===== src/rtl/sum_tx_sequencer.sv =====
// Two-operand adder with debounced pushbuttons; on a send press the sum is sent to a UART as ASCII digits.
// Optional macro SUM_TX_CRLF_EN appends CR LF to the message (4 bytes instead of 2).

module sum_tx_debounce #(
  parameter int DEBOUNCE_CYCLES = 250000
) (
  input  logic clk,
  input  logic reset_n,
  input  logic i_btn_n,
  output logic o_press
);
  localparam int CW = (DEBOUNCE_CYCLES < 2) ? 1 : $clog2(DEBOUNCE_CYCLES + 1);

  logic [1:0]    r_sync;
  logic          r_level;
  logic [CW-1:0] r_cnt;
  logic          w_flip;

  // The level flips on the DEBOUNCE_CYCLES-th consecutive sample that disagrees with it.
  assign w_flip  = (r_sync[1] != r_level) && (r_cnt == CW'(DEBOUNCE_CYCLES - 1));
  assign o_press = w_flip && r_level;

  always_ff @(posedge clk or negedge reset_n) begin
    if (!reset_n) begin
      r_sync  <= 2'b11;
      r_level <= 1'b1;
      r_cnt   <= '0;
    end else begin
      r_sync <= {r_sync[0], i_btn_n};
      if (r_sync[1] == r_level) begin
        r_cnt <= '0;
      end else if (w_flip) begin
        r_cnt   <= '0;
        r_level <= ~r_level;
      end else begin
        r_cnt <= r_cnt + 1'b1;
      end
    end
  end
endmodule

module sum_tx_sequencer #(
  parameter int DEBOUNCE_CYCLES = 250000
) (
  input  logic       clk,
  input  logic       reset_n,
  input  logic       save_a_n,
  input  logic       save_b_n,
  input  logic       send_n,
  input  logic [3:0] data_input,
  input  logic       tx_busy,
  output logic [3:0] a,
  output logic [3:0] b,
  output logic [4:0] sum,
  output logic [7:0] tx_data,
  output logic       tx_start,
  output logic       busy
);
  localparam int NBTN = 3;
`ifdef SUM_TX_CRLF_EN
  localparam logic [1:0] LAST_IDX = 2'd3;
`else
  localparam logic [1:0] LAST_IDX = 2'd1;
`endif

  typedef enum logic [2:0] {
    IDLE      = 3'd0,
    LOAD      = 3'd1,
    SEND      = 3'd2,
    WAIT_ACK  = 3'd3,
    WAIT_DONE = 3'd4
  } state_t;

  logic [NBTN-1:0] w_btn_n;
  logic [NBTN-1:0] w_press;

  assign w_btn_n = {send_n, save_b_n, save_a_n};

  generate
    for (genvar g = 0; g < NBTN; g++) begin : g_btn
      sum_tx_debounce #(.DEBOUNCE_CYCLES(DEBOUNCE_CYCLES)) u_db (
        .clk     (clk),
        .reset_n (reset_n),
        .i_btn_n (w_btn_n[g]),
        .o_press (w_press[g])
      );
    end
  endgenerate

  logic [3:0] r_a, r_b;
  logic [4:0] r_sum;

  // Operand loads are independent of the FSM so saves work mid-transmission.
  always_ff @(posedge clk or negedge reset_n) begin
    if (!reset_n) begin
      r_a   <= '0;
      r_b   <= '0;
      r_sum <= '0;
    end else begin
      if (w_press[0]) r_a <= data_input;
      if (w_press[1]) r_b <= data_input;
      r_sum <= {1'b0, r_a} + {1'b0, r_b};
    end
  end

  state_t     r_state, w_state_nxt;
  logic [1:0] r_idx, w_idx_nxt;
  logic [4:0] r_snap, w_snap_nxt;
  logic [7:0] r_tx_data, w_tx_data_nxt;
  logic       r_tx_start, w_tx_start_nxt;
  logic [3:0] w_tens;
  logic [4:0] w_ones;
  logic [7:0] w_cur_byte;

  // Snapshot is at most 30, so the tens digit is a 3-way compare instead of a divider.
  always_comb begin
    w_tens = 4'd0;
    if (r_snap >= 5'd30)      w_tens = 4'd3;
    else if (r_snap >= 5'd20) w_tens = 4'd2;
    else if (r_snap >= 5'd10) w_tens = 4'd1;
    w_ones = r_snap - (5'(w_tens) * 5'd10);
  end

  always_comb begin
    w_cur_byte = 8'h30 + {4'h0, w_tens};
    case (r_idx)
      2'd0:    w_cur_byte = 8'h30 + {4'h0, w_tens};
      2'd1:    w_cur_byte = 8'h30 + {3'b000, w_ones};
      2'd2:    w_cur_byte = 8'h0D;
      default: w_cur_byte = 8'h0A;
    endcase
  end

  always_comb begin
    w_state_nxt    = r_state;
    w_idx_nxt      = r_idx;
    w_snap_nxt     = r_snap;
    w_tx_data_nxt  = r_tx_data;
    w_tx_start_nxt = 1'b0;
    case (r_state)
      IDLE: begin
        if (w_press[2]) w_state_nxt = LOAD;
      end
      LOAD: begin
        w_snap_nxt  = r_sum;
        w_idx_nxt   = 2'd0;
        w_state_nxt = SEND;
      end
      SEND: begin
        if (!tx_busy) begin
          w_tx_start_nxt = 1'b1;
          w_tx_data_nxt  = w_cur_byte;
          w_state_nxt    = WAIT_ACK;
        end
      end
      WAIT_ACK: begin
        if (tx_busy) w_state_nxt = WAIT_DONE;
      end
      WAIT_DONE: begin
        if (!tx_busy) begin
          if (r_idx == LAST_IDX) begin
            w_state_nxt = IDLE;
          end else begin
            w_idx_nxt   = r_idx + 2'd1;
            w_state_nxt = SEND;
          end
        end
      end
      default: w_state_nxt = IDLE;
    endcase
  end

  always_ff @(posedge clk or negedge reset_n) begin
    if (!reset_n) begin
      r_state    <= IDLE;
      r_idx      <= '0;
      r_snap     <= '0;
      r_tx_data  <= '0;
      r_tx_start <= 1'b0;
    end else begin
      r_state    <= w_state_nxt;
      r_idx      <= w_idx_nxt;
      r_snap     <= w_snap_nxt;
      r_tx_data  <= w_tx_data_nxt;
      r_tx_start <= w_tx_start_nxt;
    end
  end

  assign a        = r_a;
  assign b        = r_b;
  assign sum      = r_sum;
  assign tx_data  = r_tx_data;
  assign tx_start = r_tx_start;
  assign busy     = (r_state != IDLE);
endmodule


===== config.mk =====
export PLATFORM = sky130hd
export DESIGN_NAME = sum_tx_sequencer
export DESIGN_NICKNAME = d
export VERILOG_FILES = /design/src/rtl/sum_tx_sequencer.sv
export SDC_FILE = /design/constraint.sdc
export NUM_CORES = 1
export LEC_CHECK = 0
export BUFFER_PORTS_ARGS = -buffer_cell sky130_fd_sc_hd__buf_2
export CAP_MARGIN = 20
export CORE_UTILIZATION = 45
export CTS_CLUSTER_DIAMETER = 60
export DETAILED_ROUTE_END_ITERATION = 7
export PLACE_DENSITY = 0.71
export SLEW_MARGIN = 20
export SYNTH_ARGS = -nofsm -noshare
export SYNTH_HDL_FRONTEND = slang
export SYNTH_SLANG_ARGS = --single-unit
export TNS_END_PERCENT = 10

===== constraint.sdc =====
create_clock -name clk -period 3 [get_ports clk]
set_input_delay 0.45 -clock clk [delete_from_list [all_inputs] [get_ports clk]]
set_output_delay 0.45 -clock clk [all_outputs]
set_load 0.01 [all_outputs]

---- Word level (Yosys, flattened, before mapping) ----
Cells that the tools add are included.
cells by class
  $add $sub $neg .......................... 8
  multipliers ............................. 1
  divide/modulo/power cells ............... 0
  magnitude comparators ................... 3
  equal/unequal tests ..................... 20
  shift operators ......................... 0
  mux-type cells .......................... 21
  bitwise logic cells ..................... 7
  reduce and logical (&&, ||, !) cells .... 16
operators with widths
  kind                                                  count
  2-to-1 mux 18 bit                                     6
  adder 18 x 1 -> 18 bit (second input constant)        3
  equality test 18 bit (second input constant)          3
  case mux 7 bit (3 select lines)                       1
  case mux 3 bit (5 select lines)                       1
  2-to-1 mux 3 bit                                      4
  >= comparator 5 bit (second input constant)           2
  2-to-1 mux 2 bit                                      5
  != test 2 bit (second input constant)                 4
  AND reduction 2 bit                                   4
  adder 6 x 4 -> 7 bit (first input constant)           1
  adder 6 x 5 -> 7 bit (first input constant)           1
  inverter 1 bit                                        7
  equality test 3 x 2 -> 1 bit (second input constant)  2
  logical AND 1 bit                                     6
  adder 4 x 4 -> 5 bit                                  1
  >= comparator 5 x 4 -> 1 bit (second input constant)  1
  subtractor 5 bit                                      1
  multiplier 4 x 3 -> 4 bit (second input constant)     1
  case mux 2 bit (2 select lines)                       1
  AND reduction 4 bit                                   1
  equality test 1 bit                                   3
  equality test 3 x 1 -> 1 bit (second input constant)  1
  equality test 3 bit (second input constant)           1
  11 further kinds                                      15
storage, ports and cells
  register bits after elaboration ......... 95
  latch bits .............................. 0
  RAM bits ................................ 0
  memory bits (read-only) ................. 0
  bits of input ports ..................... 10
  output and inout port bits .............. 23
  memories ................................ 0

---- Longest topological paths before layout ----
Gate-level depths: netlist (run 1).
  depth in word-level cells ............... 8
  mapped depth ............................ 9

---- Hierarchy ----
A second synthesis (run 1) with hierarchy kept.
second synthesis, totals
  cells, all modules ...................... 433
  area total of the unflattened synthesis .. 4555.6 um^2
by module, submodules not included
  module            instances  cells an instance  area each (um^2)  seq. area each (um^2)
  sum_tx_debounce   3          98                 1006.0            529.3
  sum_tx_sequencer  1          139                1537.7            750.7

---- Worst setup path after synthesis (run 1) ----
No wires, ideal clock.
  kind .................................... register -> register
  start ................................... reg g_btn[0].u_db.r_cnt[0]
  end ..................................... reg r_a[0] (netlist: a[0])
  library setup time ...................... 0.125 ns
  data arrival time ....................... 1.910 ns
  data required time ...................... 2.875 ns
  path slack .............................. 0.965 ns
  cell stages (with the launch flop) ...... 6
  cells stage by stage .................... dfrtp_1 ha_1 nand3_4 or4_4 nor4b_4 mux2_2
on the way
  word-level cells in the longest chain between the ends .. 3
ends and longest elaborated chain
  element                 line  RTL
  from (decl)             16    logic [CW-1:0] r_cnt;
  from (signal assigned)  36    r_cnt <= r_cnt + 1'b1;
  equality test 18 bit    20    assign w_flip = (r_sync[1] != r_level) && (r_cnt == CW'(DEBOUNCE_CYCLES - 1));
  logical AND 1 bit       20
  logical AND 1 bit       21    assign o_press = w_flip && r_level;
  to (signal assigned)    100   if (w_press[0]) r_a <= data_input;
  to (decl)               90    logic [3:0] r_a, r_b;
No other way between the ends.
A chain may end at the register's enable or synchronous reset.

---- Worst setup path after layout (run 1) ----
  start ................................... reg g_btn[0].u_db.r_cnt[0]
  end ..................................... reg g_btn[0].u_db.r_cnt[4]
on the way
  word-level cells in the longest chain between the ends .. 4
  elaborated cells on any way between the ends .. 5
  classes of those cells .................. add/sub (1); eq/ne (1); mux (2); reduce/logical (1)
ends and longest elaborated chain
  element                                                         line  RTL
  branches (longest 2 deep; another with adder 18 x 1 -> 18 bit)  -
  2-to-1 mux 18 bit (*)                                           32    end else if (w_flip) begin
  2-to-1 mux 18 bit (*)                                           30    if (r_sync[1] == r_level) begin
Mark *: on every way between the ends.

==> impl_metrics.env, run 1 <==
export IMPL_outcome="finished, final reports clean"
export IMPL_critPathLaunchType="flop"
export IMPL_fin_crit_sh=0.7279
export IMPL_syn_cell_area_um2=4584
export IMPL_reg2reg_from="g_btn[0].u_db.r_cnt[0]"
export IMPL_insertion_delay_ns=0.36
export IMPL_crit_buf_inv=0
export IMPL_cts_tree="yes"
export IMPL_avgViaCountPerCell=5.311
export IMPL_report_final_slew_viol_count=0
export IMPL_cts_buffer_depth=2
export IMPL_grt_pass1_vias=3214
export IMPL_worstSetupPathType="reg2reg"
export IMPL_p_leak_nw=2.226
export IMPL_worstPathRequired_ns=3.21
export IMPL_rr_worst_depth=5
export IMPL_r2r_setup_slack_ns=0.82
export IMPL_final_core_util=0.5205
export IMPL_synth_xor_area_frac=0.08788
export IMPL_async_reset_ff_frac=1.000
export IMPL_fmax_ghz=0.4579
export IMPL_grt_use_total=0.1724
export IMPL_synth_edf_count=0
export IMPL_fin_ws_ns=0.8162
export IMPL_die_y_um=102.9
export IMPL_yosys_area_share_simple=0.2197
export IMPL_synth_fa_ha_area_frac=0.04694
export IMPL_synth_top_family_by_area="simple AND/OR/NAND/NOR gates"
export IMPL_period_minus_slack_ns=2.184
export IMPL_path_cells="ha_1 > nand3_4 > or4_4 > o21ai_2 > nor2_1"
export IMPL_synth_seq_area_share=0.5101
export IMPL_hp_class="in2async"
export IMPL_swShare=0.2557
export IMPL_rsz0062_at_grt="false"
export IMPL_firstDrtPassIters=4
export IMPL_layout_drive_gt1_share=0.1832
export IMPL_antenna_cells=0
export IMPL_power_switching_w=0.0006818
export IMPL_syn_to_final_growth_pct=11.49
export IMPL_ys_types=54
export IMPL_synth_area_per_cell_um2=10.49
export IMPL_drtAntennaViolNets=0
export IMPL_fp_dieArea_um2=10600
export IMPL_cts_root_buf="clkbuf_8"
export IMPL_syn_inst=437
export IMPL_clock_sinks=93
export IMPL_grt_pass1_wl_um=14090
export IMPL_ctsHoldBuffers=0
export IMPL_synthMuxAreaShare=0.03657
export IMPL_cpMaxStageDelayCell="o21ai_2"
export IMPL_drc=0
export IMPL_p_int_w=0.001984
export IMPL_clkTransAtPathRegs_ns=0.09
export IMPL_r2r_end="g_btn[0].u_db.r_cnt[4]"
export IMPL_hold_viol_final=0
export IMPL_num_io_pins=33
export IMPL_start_util=0.4669
export IMPL_end_kind="flop"
export IMPL_max_stage_delay_ns=0.63
export IMPL_power_density_nw_per_um2=521.6
export IMPL_syn_nets=463
export IMPL_finalSetupViolations=0
export IMPL_crit_arrival_ns=2.39
export IMPL_portBuffers=31
export IMPL_yosys_warnings=0
export IMPL_layout_nets=496
export IMPL_ys_ff_latch=93
export IMPL_place_inst=592
export IMPL_routabilityCongestion=0.8070
export IMPL_numCtsBuffers=9
export IMPL_power_w=0.002666
export IMPL_rows=36
export IMPL_dieWidth_um=102.9
export IMPL_ys_flop_type="dfrtp_1"
export IMPL_mostFrequentLayoutCells="dfrtp_1 (84), nor2_1 (57), buf_2 (30), xnor2_1 (29), nand2_1 (28)"
export IMPL_core_um2=9819
export IMPL_grt_start_max_net_pins=82
export IMPL_cts_resized_gates=0
export IMPL_pwr_share_clk=0.355
export IMPL_crit_family="simple AND/OR/NAND/NOR gates"
export IMPL_ir_drop_v=0.0002972
export IMPL_fin_cells=608
export IMPL_dp_slack_ns=0.7939
export IMPL_antenna_found_initial=0
export IMPL_hpwl_um=5868
export IMPL_finClkSkew_ns=0.01045
export IMPL_via_count=3229
export IMPL_htreeDepth=3
export IMPL_pwr_share_seq=0.520
export IMPL_worst_pin_slew_ns=0.7433
export IMPL_fin_setup_tns_ns=0
export IMPL_critPathMaxFanout=18
export IMPL_post_drt_wl_per_cell_um=13.65
export IMPL_drt_iter0_drc=80
export IMPL_cap_violations=0
export IMPL_fillers=913
export IMPL_synth_compound_area_share=0.06905
export IMPL_gr_total_overflow=0
export IMPL_relSlewSlack=0.5044
export IMPL_power_frac_comb=0.126
export IMPL_final_common_cell="dfrtp_1"
export IMPL_wl_um=8298
export IMPL_post_cts_buffers=0
==> through the flow <==
step	hold slack, ns	area, um2
floorplan	0.1544	4584
global route	0.1501	5111
global placement	0.3460	4873
finish	0.1037	5111
detailed placement	0.3481	4873
CTS	0.1536	5107
==> final cells by class <==
cell class / count / area (um2) / share of cell area
Sequential cell: 93 / 2338 / 0.4575
Multi-Input combinational cell: 312 / 2113 / 0.4135
Timing Repair Buffer: 34 / 183.9 / 0.03599
Tap cell: 133 / 166.4 / 0.03256
Clock buffer: 11 / 151.4 / 0.02962
Clock inverter: 5 / 82.58 / 0.01616
Inverter: 20 / 75.07 / 0.01469
==> worst max path at each step <==
stage | from | endpoint | slack (ns) | cells past startpoint
2_1_floorplan | g_btn[0].u_db.r_cnt[0] | a[0] | 0.96 | 5
3_3_place_gp | g_btn[0].u_db.r_cnt[0] | a[3] | 0.88 | 5
3_5_place_dp | g_btn[0].u_db.r_cnt[0] | g_btn[0].u_db.r_cnt[5] | 0.79 | 5
4_1_cts | g_btn[0].u_db.r_cnt[0] | g_btn[0].u_db.r_cnt[4] | 0.78 | 5
5_1_grt | r_snap[2] | tx_data[3] | 0.64 | 9
6_report | g_btn[0].u_db.r_cnt[0] | g_btn[0].u_db.r_cnt[4] | 0.82 | 5
==> synthesized netlist by cell type (2+ instances only) <==
| cell type | n | area, um2 |
|---|---|---|
| clkbuf_1 | 6 | 22.52 |
| xor2_1 | 17 | 148.9 |
| inv_1 | 19 | 71.32 |
| and4_1 | 3 | 26.28 |
| nand4_1 | 12 | 75.07 |
| nor3_1 | 11 | 55.05 |
| buf_4 | 2 | 15.01 |
| fa_1 | 2 | 40.04 |
| nor2_1 | 57 | 214.0 |
| nand2_1 | 28 | 105.1 |
| buf_2 | 3 | 15.01 |
| nor4_1 | 15 | 93.84 |
| and2_1 | 2 | 12.51 |
| nor3b_1 | 5 | 37.54 |
| mux2_2 | 14 | 157.7 |
| nand4b_1 | 2 | 17.52 |
| ha_1 | 14 | 175.2 |
| a21bo_2 | 2 | 20.02 |
| and3_1 | 4 | 25.02 |
| nand3b_1 | 3 | 22.52 |
| o31ai_1 | 3 | 22.52 |
| o32ai_1 | 3 | 26.28 |
| nand3_1 | 16 | 80.08 |
| or4_1 | 4 | 30.03 |
| dfrtp_1 | 84 | 2102 |
| or3_1 | 6 | 37.54 |
| dfstp_2 | 9 | 236.5 |
| o21ai_0 | 18 | 90.09 |
| nand2b_1 | 4 | 25.02 |
| a21oi_1 | 15 | 75.07 |
| xnor2_1 | 29 | 254.0 |
| nor4b_1 | 3 | 26.28 |
==> cell families (layout without fill, tap and decap cells) <==
| group | after synthesis | count (layout) |
|---|---|---|
| adders and majority gates | 16 | 16 |
| other | 1 | 1 |
| xor gates and xnor gates | 46 | 46 |
| muxes | 15 | 15 |
| AOI/OAI and AO/OA | 49 | 49 |
| DFF | 93 | 93 |
| buffers and inverters | 32 | 70 |
| and+or+nand+nor | 185 | 185 |
==> worst reg2reg max path: cells and delay by family (launching register included) <==
kind | cells | cell delay, ns
AND/OR/NAND/NOR | 3 | 0.80
AO/OA/AOI/OAI | 1 | 0.63
flip-flops | 1 | 0.37
adder cells (fa/ha/maj) | 1 | 0.24
==> per-layer routing <==
| layer | track usage | part of all wire |
|---|---|---|
| met5 | 0 | 0 |
| met4 | 0.07042 | 0.017 |
| met3 | 0.04271 | 0.044 |
| met2 | 0.3005 | 0.49 |
| met1 | 0.2036 | 0.45 |
==> state kept, by name (all words and copies together) (netlist names) <==
signal	cells
b	4
r_state	3
r_idx	2
a	4
tx_start	1
g_btn.u_db.r_cnt	54
tx_data	6
g_btn.u_db.r_level	3
r_snap	5
g_btn.u_db.r_sync	6
sum	5
==> power groups by stage <==
| stage | clock network, W | registers [W] | logic [W] |
|---|---|---|---|
| floorplan | 0 | 0.00140 | 0.000230 |
| global placement | 0 | 0.00140 | 0.000328 |
| detailed placement | 0 | 0.00141 | 0.000333 |
| CTS | 0.000980 | 0.00139 | 0.000338 |
| global route | 0.00102 | 0.00140 | 0.000388 |
| finish | 0.000946 | 0.00139 | 0.000335 |
Power figures use the tool's default switching activity.
==> run 2, diff against run 1 <==
Clock period 3 ns to 2.1 ns, I/O delays scaled along.
==> run 2 against run 1 <==
Critical path depth increased by 3; first-iteration DRC count increased by 40%; clock skew increased by 0.0044 ns; clock-buffer cell count unchanged; clock power increased by 48%; non-clock buffer count increased by 14; die area unchanged; largest cell class unchanged; hold slack got worse by 0.050 ns; via count increased by 1.3%; cell area increased by 3.1%; flip-flop and latch count unchanged.
==> impl_metrics.env, run 2 (synthesis results as in run 1) <==
export IMPL_critPathMaxFanout=5
export IMPL_start_util=0.4669
export IMPL_clock_sinks=93
export IMPL_drtAntennaViolNets=0
export IMPL_grt_use_met1=0.2202
export IMPL_antenna_cells=0
export IMPL_drt_iter0_drc=112
export IMPL_finClkSkew_ns=0.01486
export IMPL_crit_family="compound AO/OA/AOI/OAI gates"
export IMPL_worstPathRequired_ns=2.37
export IMPL_fp_dieArea_um2=10600
export IMPL_via_count=3272
export IMPL_reg2reg_from="r_snap[3]"
export IMPL_core_um2=9819
export IMPL_syn_to_final_growth_pct=14.90
export IMPL_fin_ws_ns=0.09692
export IMPL_period_minus_slack_ns=2.003
export IMPL_avgViaCountPerCell=5.260
export IMPL_cap_violations=0
export IMPL_portBuffers=31
export IMPL_clkTransAtPathRegs_ns=0.10
export IMPL_cts_root_buf="clkbuf_8"
export IMPL_insertion_delay_ns=0.36
export IMPL_numCtsBuffers=9
export IMPL_wl_um=8613
export IMPL_die_y_um=102.9
export IMPL_power_frac_comb=0.131
export IMPL_antenna_found_initial=1
export IMPL_largest_reg_flops=54
export IMPL_use_met3=0.03932
export IMPL_pwr_share_clk=0.361
export IMPL_worstHoldStart="send_n"
export IMPL_outcome="finished, final reports clean"
export IMPL_crit_start="r_snap[3]"
export IMPL_crit_buf_inv=1
export IMPL_relSlewSlack=0.6000
export IMPL_busiest_layer="met2"
export IMPL_cts_buffer_depth=2
export IMPL_num_io_pins=33
export IMPL_cts_tree="yes"
export IMPL_cpMaxStageDelayCell="dfrtp_1"
export IMPL_path_cells="nor3b_2 > a21oi_2 > buf_4 > ha_1 > a21oi_1 > o21ai_0 > xor2_1 > a21bo_2"
export IMPL_layout_nets=510
export IMPL_pwr_share_seq=0.508
export IMPL_grt_pass1_vias=3177
export IMPL_p_leak_nw=2.304
export IMPL_dp_slack_ns=-0.01547
export IMPL_grt_use_total=0.1736
export IMPL_ir_drop_v=0.0003282
export IMPL_critPathLaunchType="flop"
export IMPL_routabilityCongestion=0.7700
export IMPL_layout_drive_gt1_share=0.2188
export IMPL_finalSetupViolations=0
export IMPL_firstDrtPassIters=4
export IMPL_hp_class="in2reg"
export IMPL_drc=0
export IMPL_end_kind="flop"
export IMPL_crit_arrival_ns=2.27
export IMPL_rows=36
export IMPL_hpwl_um=6112
export IMPL_grt_start_max_net_pins=48
export IMPL_fmax_ghz=0.4992
export IMPL_grt_pass1_wl_um=14320
export IMPL_worstSetupPathType="reg2reg"
export IMPL_fin_setup_tns_ns=0
export IMPL_power_switching_w=0.001015
export IMPL_swShare=0.2613
export IMPL_max_stage_delay_ns=0.47
export IMPL_dieWidth_um=102.9
export IMPL_power_density_nw_per_um2=737.6
export IMPL_top_register="g_btn.u_db.r_cnt"
export IMPL_mostFrequentLayoutCells="dfrtp_1 (83), nor2_1 (56), buf_2 (30), xnor2_1 (29), nand2_1 (28)"
export IMPL_htreeDepth=3
export IMPL_post_drt_wl_per_cell_um=13.85
export IMPL_report_final_slew_viol_count=0
export IMPL_worst_pin_slew_ns=0.6001
export IMPL_fin_crit_sh=0.9538
export IMPL_use_met2=0.2979
export IMPL_p_int_w=0.002870
export IMPL_hold_viol_final=0
export IMPL_final_common_cell="dfrtp_1"
export IMPL_power_w=0.003885
export IMPL_final_core_util=0.5364
export IMPL_gr_total_overflow=0
run 2: worst paths after layout:
path                                      endpoint  slack, ns  depth (start not counted)
setup / recovery                        tx_data[5]        0.1                          8
hold / removal             g_btn[2].u_db.r_sync[0]       0.05                          1
setup reg to reg                        tx_data[5]        0.1                          8
hold reg to reg            g_btn[0].u_db.r_sync[1]       0.36                          0
max in group asynchronous  g_btn[2].u_db.r_sync[0]       0.94                          3
min in group asynchronous  g_btn[2].u_db.r_cnt[11]       0.49                          2
run 2: layout make-up:
type                    count  area [um2]
fillers                   905        4552
inverters                  20       75.07
clock inverters             5       88.84
well taps                 133       166.4
clock buffers              11       151.4
multi-input cells         312        2146
flip-flops and latches     93        2340
repair buffers             48       300.3
run 2: layer usage:
layer,vias to the layer above,wire [um],part of all wire
met1,1599,3909,0.45
met5,-,18,0.0021
met3,10,289,0.034
met2,44,4303,0.50
met4,2,92,0.011
li1,1617,-,-
run 2: timing repair:
item,CTS,global route
hold buffers,1,0
setup buffers,1,1
resized for setup,1,9
endpoints found under the setup margin,4,8
pin swaps,1,4
endpoints found under the hold margin,42,0
run 2: power groups by stage:
stage                     logic, W  registers [W]  clock network [W]
after CTS                 0.000516        0.00197            0.00144
after floorplan           0.000329        0.00201                  0
after global placement    0.000498        0.00200                  0
final                     0.000509        0.00197            0.00140
after detailed placement  0.000510        0.00201                  0
after global routing      0.000582        0.00199            0.00152
run 2: stage by stage:
| step | hold slack, ns | instances | instance area [um2] |
|---|---|---|---|
| finish | 0.05388 | 622 | 5268 |
| global route | 0.03325 | 622 | 5268 |
| CTS | 0.04012 | 621 | 5229 |
| detailed placement | 0.3484 | 603 | 4969 |
| global placement | 0.3483 | 603 | 4969 |
| floorplan | 0.01941 | 437 | 4584 |
